<file path="src/rtl/pc_unit_if.sv">
// Fetch-stage control bundle between the core and pc_unit.
// The core drives the redirect/trap requests; pc_unit returns the fetch PC and status.
interface pc_unit_if #(
    parameter int WIDTH = 32
);
    logic             stall;
    logic             npc_valid;
    logic [WIDTH-1:0] npc;
    logic             int_req;
    logic             exc_req;
    logic             eret;
    logic [WIDTH-1:0] epc_in;
    logic [WIDTH-1:0] pc;
    logic [WIDTH-1:0] pc_plus4;
    logic             pc_exp;
    logic [WIDTH-1:0] bad_pc;
    logic             redirect;
    logic             in_handler;

    modport master (
        output stall, npc_valid, npc, int_req, exc_req, eret, epc_in,
        input  pc, pc_plus4, pc_exp, bad_pc, redirect, in_handler
    );

    modport slave (
        input  stall, npc_valid, npc, int_req, exc_req, eret, epc_in,
        output pc, pc_plus4, pc_exp, bad_pc, redirect, in_handler
    );
endinterface

</file>
<file path="src/rtl/pc_unit.sv">
// Program-counter unit: holds the fetch PC, picks the next PC (trap, ERET, stall,
// branch, sequential), flags illegal fetch addresses and tracks handler state.
module pc_unit #(
    parameter int               WIDTH      = 32,
    parameter logic [WIDTH-1:0] RESET_PC   = 32'h0000_3000,
    parameter logic [WIDTH-1:0] TEXT_LO    = 32'h0000_3000,
    parameter logic [WIDTH-1:0] TEXT_HI    = 32'h0000_4fff,
    parameter logic [WIDTH-1:0] HANDLER_PC = 32'h0000_4180,
    parameter int               ALIGN_BITS = 2
) (
    input logic        clk,
    input logic        reset,
    pc_unit_if.slave   bus
);

    typedef enum logic {
        RUN     = 1'b0,
        HANDLER = 1'b1
    } state_e;

    localparam logic [WIDTH-1:0] ALIGN_MASK = (WIDTH'(1) << ALIGN_BITS) - WIDTH'(1);

    // Power-up values let simulation start at RESET_PC before the first reset.
    state_e           state_q    = RUN;
    logic [WIDTH-1:0] pc_q       = RESET_PC;
    logic [WIDTH-1:0] bad_pc_q   = '0;
    logic             bad_seen_q = 1'b0;
    logic             redirect_q = 1'b0;

    state_e           state_d;
    logic [WIDTH-1:0] pc_d;
    logic [WIDTH-1:0] bad_pc_d;
    logic             bad_seen_d;
    logic             redirect_d;

    logic [WIDTH-1:0] pc_plus4;
    logic             pc_exp;
    logic             take_trap;
    logic             take_eret;

    assign pc_plus4  = pc_q + WIDTH'(4);
    assign pc_exp    = (pc_q < TEXT_LO) || (pc_q > TEXT_HI) || ((pc_q & ALIGN_MASK) != '0);

    // Interrupts are masked inside the handler; exceptions are always taken.
    assign take_trap = bus.exc_req || (bus.int_req && (state_q == RUN));
    assign take_eret = bus.eret && (state_q == HANDLER);

    always_comb begin
        // NOTE: every signal gets a default first so no path leaves it unassigned (no latch).
        state_d    = state_q;
        pc_d       = pc_q;
        bad_pc_d   = bad_pc_q;
        bad_seen_d = bad_seen_q;
        redirect_d = 1'b0;

        if (take_trap) begin
            pc_d       = HANDLER_PC;
            state_d    = HANDLER;
            redirect_d = 1'b1;
        end else if (take_eret) begin
            pc_d       = bus.epc_in;
            state_d    = RUN;
            redirect_d = 1'b1;
        end else if (!bus.stall) begin
            pc_d = bus.npc_valid ? bus.npc : pc_plus4;
        end

        // Only the first illegal fetch in RUN is captured; it stays until reset.
        if (pc_exp && (state_q == RUN) && !bad_seen_q) begin
            bad_pc_d   = pc_q;
            bad_seen_d = 1'b1;
        end
    end

    always_ff @(posedge clk) begin
        // NOTE: sequential state uses non-blocking assignments so all registers update together.
        if (reset) begin
            state_q    <= RUN;
            pc_q       <= RESET_PC;
            bad_pc_q   <= '0;
            bad_seen_q <= 1'b0;
            redirect_q <= 1'b0;
        end else begin
            state_q    <= state_d;
            pc_q       <= pc_d;
            bad_pc_q   <= bad_pc_d;
            bad_seen_q <= bad_seen_d;
            redirect_q <= redirect_d;
        end
    end

    assign bus.pc         = pc_q;
    assign bus.pc_plus4   = pc_plus4;
    assign bus.pc_exp     = pc_exp;
    assign bus.bad_pc     = bad_pc_q;
    assign bus.redirect   = redirect_q;
    assign bus.in_handler = (state_q == HANDLER);

endmodule

</file>
<file path="src/flat_wrapper.sv">
// flat-port wrapper written by rule: the top's interface ports become plain ports
module pc_unit_flat 
#(
    parameter int               WIDTH      = 32,
    parameter logic [WIDTH-1:0] RESET_PC   = 32'h0000_3000,
    parameter logic [WIDTH-1:0] TEXT_LO    = 32'h0000_3000,
    parameter logic [WIDTH-1:0] TEXT_HI    = 32'h0000_4fff,
    parameter logic [WIDTH-1:0] HANDLER_PC = 32'h0000_4180,
    parameter int               ALIGN_BITS = 2
)
  (clk, reset, bus_stall, bus_npc_valid, bus_npc, bus_int_req, bus_exc_req, bus_eret, bus_epc_in, bus_pc, bus_pc_plus4, bus_pc_exp, bus_bad_pc, bus_redirect, bus_in_handler);
  pc_unit_if #(.WIDTH(WIDTH)) bus_i ();
  input logic clk;
  input logic reset;
  input wire logic [$bits(bus_i.stall)-1:0] bus_stall;
  input wire logic [$bits(bus_i.npc_valid)-1:0] bus_npc_valid;
  input wire logic [$bits(bus_i.npc)-1:0] bus_npc;
  input wire logic [$bits(bus_i.int_req)-1:0] bus_int_req;
  input wire logic [$bits(bus_i.exc_req)-1:0] bus_exc_req;
  input wire logic [$bits(bus_i.eret)-1:0] bus_eret;
  input wire logic [$bits(bus_i.epc_in)-1:0] bus_epc_in;
  output wire logic [$bits(bus_i.pc)-1:0] bus_pc;
  output wire logic [$bits(bus_i.pc_plus4)-1:0] bus_pc_plus4;
  output wire logic [$bits(bus_i.pc_exp)-1:0] bus_pc_exp;
  output wire logic [$bits(bus_i.bad_pc)-1:0] bus_bad_pc;
  output wire logic [$bits(bus_i.redirect)-1:0] bus_redirect;
  output wire logic [$bits(bus_i.in_handler)-1:0] bus_in_handler;
  assign bus_i.stall = bus_stall;
  assign bus_i.npc_valid = bus_npc_valid;
  assign bus_i.npc = bus_npc;
  assign bus_i.int_req = bus_int_req;
  assign bus_i.exc_req = bus_exc_req;
  assign bus_i.eret = bus_eret;
  assign bus_i.epc_in = bus_epc_in;
  assign bus_pc = bus_i.pc;
  assign bus_pc_plus4 = bus_i.pc_plus4;
  assign bus_pc_exp = bus_i.pc_exp;
  assign bus_bad_pc = bus_i.bad_pc;
  assign bus_redirect = bus_i.redirect;
  assign bus_in_handler = bus_i.in_handler;
  pc_unit #(.WIDTH(WIDTH), .RESET_PC(RESET_PC), .TEXT_LO(TEXT_LO), .TEXT_HI(TEXT_HI), .HANDLER_PC(HANDLER_PC), .ALIGN_BITS(ALIGN_BITS)) u_core (.clk(clk), .reset(reset), .bus(bus_i));
endmodule
</file>
<file path="config.mk">
export PLATFORM = sky130hd
export DESIGN_NAME = pc_unit_flat
export DESIGN_NICKNAME = d
export VERILOG_FILES = /design/src/rtl/pc_unit_if.sv /design/src/rtl/pc_unit.sv /design/src/flat_wrapper.sv
export SDC_FILE = /design/constraint.sdc
export NUM_CORES = 1
export LEC_CHECK = 0
export ABC_CLOCK_PERIOD_IN_PS = 3730
export CORE_ASPECT_RATIO = 0.6
export CORE_MARGIN = 2
export CORE_UTILIZATION = 47
export CTS_BUF_LIST = sky130_fd_sc_hd__clkbuf_8
export DETAILED_ROUTE_END_ITERATION = 12
export PLACE_DENSITY = 0.92
export SYNTH_ARGS = -nofsm -noshare
export SYNTH_HDL_FRONTEND = slang
export SYNTH_SLANG_ARGS = --single-unit
</file>
<file path="constraint.sdc">
create_clock -name clk -period 3.73 [get_ports clk]
set_input_delay 0.746 -clock clk [delete_from_list [all_inputs] [get_ports clk]]
set_output_delay 0.746 -clock clk [all_outputs]
set_load 0.005 [all_outputs]
</file>
==> results by group, run 1 <==
Outcome
  – Outcome: finished clean

Clock network
  – Root Driver: clkbuf_8
  – Hold_buf cts: 0
  – Clock Tree Buf Depth: 2
  – CTS Sinks: 67
  – Clock slew at reported path FFs: ~0.08 ns
  – Skew-Pair Late Insertion Delay: around 0.36 ns
  – CTS resizes: 0
  – Post-CTS setup buffer count: 0
  – CTS tree: built
  – Htree depth: 3
  – CTS Buf Count: 9

Setup path
  – Critical Path RT: 2.98 ns
  – WS Path Type: flip-flop to output pin
  – Internal reg-to-reg setup slack: ~1.0 ns
  – Crit path DAT: ~2.9 ns
  – Crit-path max FO: 12
  – Crit end category: output pin
  – Worst setup SP type: flip-flop

Timing
  – Tightest Pin Transition: approximately 1.2 ns
  – Setup TNS: 0 ns
  – Rel. slew slack: 0.203
  – Max Clk Rate: between 0.2 and 0.3 GHz
  – Final Critical Period: around 3.6 ns
  – # setup viols final: 0
  – Fin Hold WS: 0.499 ns
  – RSZ-0062 raised after global routing: no
  – Tcrit/Tclk final: 0.965
  – Final hold vios: 0
  – Final Max Slew Viols: 0
  – Clk_skew: roughly 0.017 ns

Global routing
  – All-layer global routing usage: 0.341
  – First-pass GRT wire length: approximately 24,000 microns
  – Vias in the first global route: around 4,400
  – Initial antenna violation count: 0
  – Remaining global-route overflow: 0
  – Largest net degree at the start of global routing: 43

Routing
  – DRT iter0 DRCs: 618
  – DRC: 0
  – Via density: slightly above 6
  – Final ANT Viol Nets: 0
  – Drt total wl: ~15,000 microns
  – First-pass DRT Iterations: 6
  – Avg WL per Cell: between 20 and 25 microns
  – Vias: 4,547

Synth
  – Mapped Cells: 483
  – Ys flop type: dfxtp_1
  – Syn_nets: approximately 560
  – Average cell area after synthesis: just over 8 sq um
  – Syn Std Cell Area: 3940 sq um
  – Most instantiated library cell after synthesis: dfxtp_1
  – Ys async rst share: 0
  – Seq cells post-synth: 67
  – Post-synthesis cell type count: 65
  – Top cells by count, synth: 67 x dfxtp_1, 58 x nor2_1, 42 x nand2_1
  – Register area share after synthesis: 0.341
  – Number of synthesized flops with an enable pin: 0
  – Synth area leaders: dfxtp_1 34%, mux2i_1 9.4%, nor2_1 5.5%
  – Top cell type by total area after synthesis: dfxtp_1
  – Ys Warns: 0
  – Synth top area share: 0.341

Cells and area
  – Area growth from synthesis to layout: 50.8%
  – Share of cells above drive strength 1: 0.0905
  – FF/Latch Area: 1340 sq um
  – N_diodes: 0
  – Nets@finish: around 710
  – Post-Layout Cell Count: 749
  – Multi-input gate area: approximately 2300 sq um
  – Fill cells: about 600
  – Final instance area: slightly below 6000 sq um

Run
  – Max_cap viols: 0

Floorplan
  – Core region area: 8010 sq um
  – Die W: approximately 120 microns
  – Ports: 170
  – Number of core rows: 25
  – Starting Density: 0.491
  – Die H: around 75 microns
  – Die area: between 9000 and 10,000 sq um

Placement
  – DP Area: approximately 5700 sq um
  – GPL Wtd Cong: a little over 0.9
  – Dpl cells: ~730
  – HPWL after DPL: between 10,000 and 15,000 microns
  – # port buffers: 169

Power and ir drop
  – Pwr dens: between 300 and 400 nW/um^2
  – Worst VDD drop: about 0.2 mV
  – P_leak: between 2 and 2.5 nW

Min path
  – Min-Delay Path Class: flip-flop to flip-flop
==> layout by cell type, fill, tap and decap left out, types with 15 or more instances in the layout <==
master           Yosys  layout
o21ai_0             20      20
xnor2_1             15      15
clkdlybuf4s50_1      0     168
nand4_1             15      15
nor2_1              58      58
dfxtp_1             67      65
mux2i_1             37      37
nand3_1             17      17
nand2_1             42      42
buf_4                7      20
a21oi_1             20      20
==> power by group <==
part	total (mW)	internal, mW	switching, mW
Sequential	0.783	0.744	0.0396
Clock	0.652	0.346	0.306
Combinational	0.441	0.236	0.205
Total	1.88	1.33	0.550
==> sequential cells by signal, summed over array words and instances, names as in the netlist, named ones only <==
signal and cells:
u_core.bus.bad_pc 32, u_core.bus.pc 30, u_core.bad_seen_q 1, u_core.bus.in_handler 1, u_core.bus.redirect 1
==> layer usage <==
metal  wire (microns)  track usage  part of all wire  up-vias
met5                0            0                 0        -
met3             2120        0.101              0.14       51
met4              393        0.117             0.026        0
met2             6610        0.528              0.43      353
met1             6260        0.460              0.41     2096
li1                 -            -                 -     2047
==> layout make-up <==
type | instances | share of cell area
clock buffers | 11 | 0.0255
clock inverters | 5 | 0.0103
inverters | 10 | 0.00632
multi-input cells | 358 | 0.396
flip-flops and latches | 67 | 0.226
well taps | 108 | 0.0228
repair buffers | 190 | 0.313
==> cells by family after synthesis <==
family,after synthesis,synth area share
flip-flops,67,0.341
multiplexers,37,0.0941
XOR/XNOR,26,0.0579
adder cells (fa/ha/maj),1,0.00318
AO/OA/AOI/OAI,106,0.189
buffers and inverters,58,0.0677
AND/OR/NAND/NOR,188,0.247
==> metrics by stage <==
stage	utilization	power [mW]	setup slack [ns]
2_1_floorplan	-	0.991	1.03
3_3_place_gp	0.713	1.22	0.555
3_5_place_dp	0.713	1.23	0.432
4_1_cts	0.739	1.87	0.0473
5_1_grt	0.741	1.95	0.0101
6_report	0.741	1.88	0.129
==> critical path, cell delays in order, from the launching register on <==
cell and delay [ns]:
dfxtp_2 0.41, ha_2 0.26, nand4_1 0.21, or4_4 0.60, o31a_1 0.33, or2_1 0.25
clkdlybuf4s50_1 0.45
==> final timing paths <==
check | to | startpoint | cells after the start
worst min-delay path | u_core.bus.bad_pc[27] | u_core.bus.bad_pc[27] | 2
worst max register to register | u_core.bus.bad_pc[14] | u_core.bus.pc[27] | 6
worst min register to register | u_core.bus.bad_pc[27] | u_core.bus.bad_pc[27] | 2
worst max-delay path | bus_pc_plus4[22] | u_core.bus.pc[3] | 6
Note: power is estimated with default switching activity, not from simulation.
==> inputs of run 2 (changes only) <==
--- a/config.mk
+++ b/config.mk
@@ -10,6 +10,7 @@
 export CORE_MARGIN = 2
 export CORE_UTILIZATION = 47
 export CTS_BUF_LIST = sky130_fd_sc_hd__clkbuf_8
+export CTS_CLUSTER_DIAMETER = 50
 export DETAILED_ROUTE_END_ITERATION = 12
 export PLACE_DENSITY = 0.92
 export SYNTH_ARGS = -nofsm -noshare
==> results of run 2 <==
The final DEF is identical to that of run 1; final timing and power are the same.
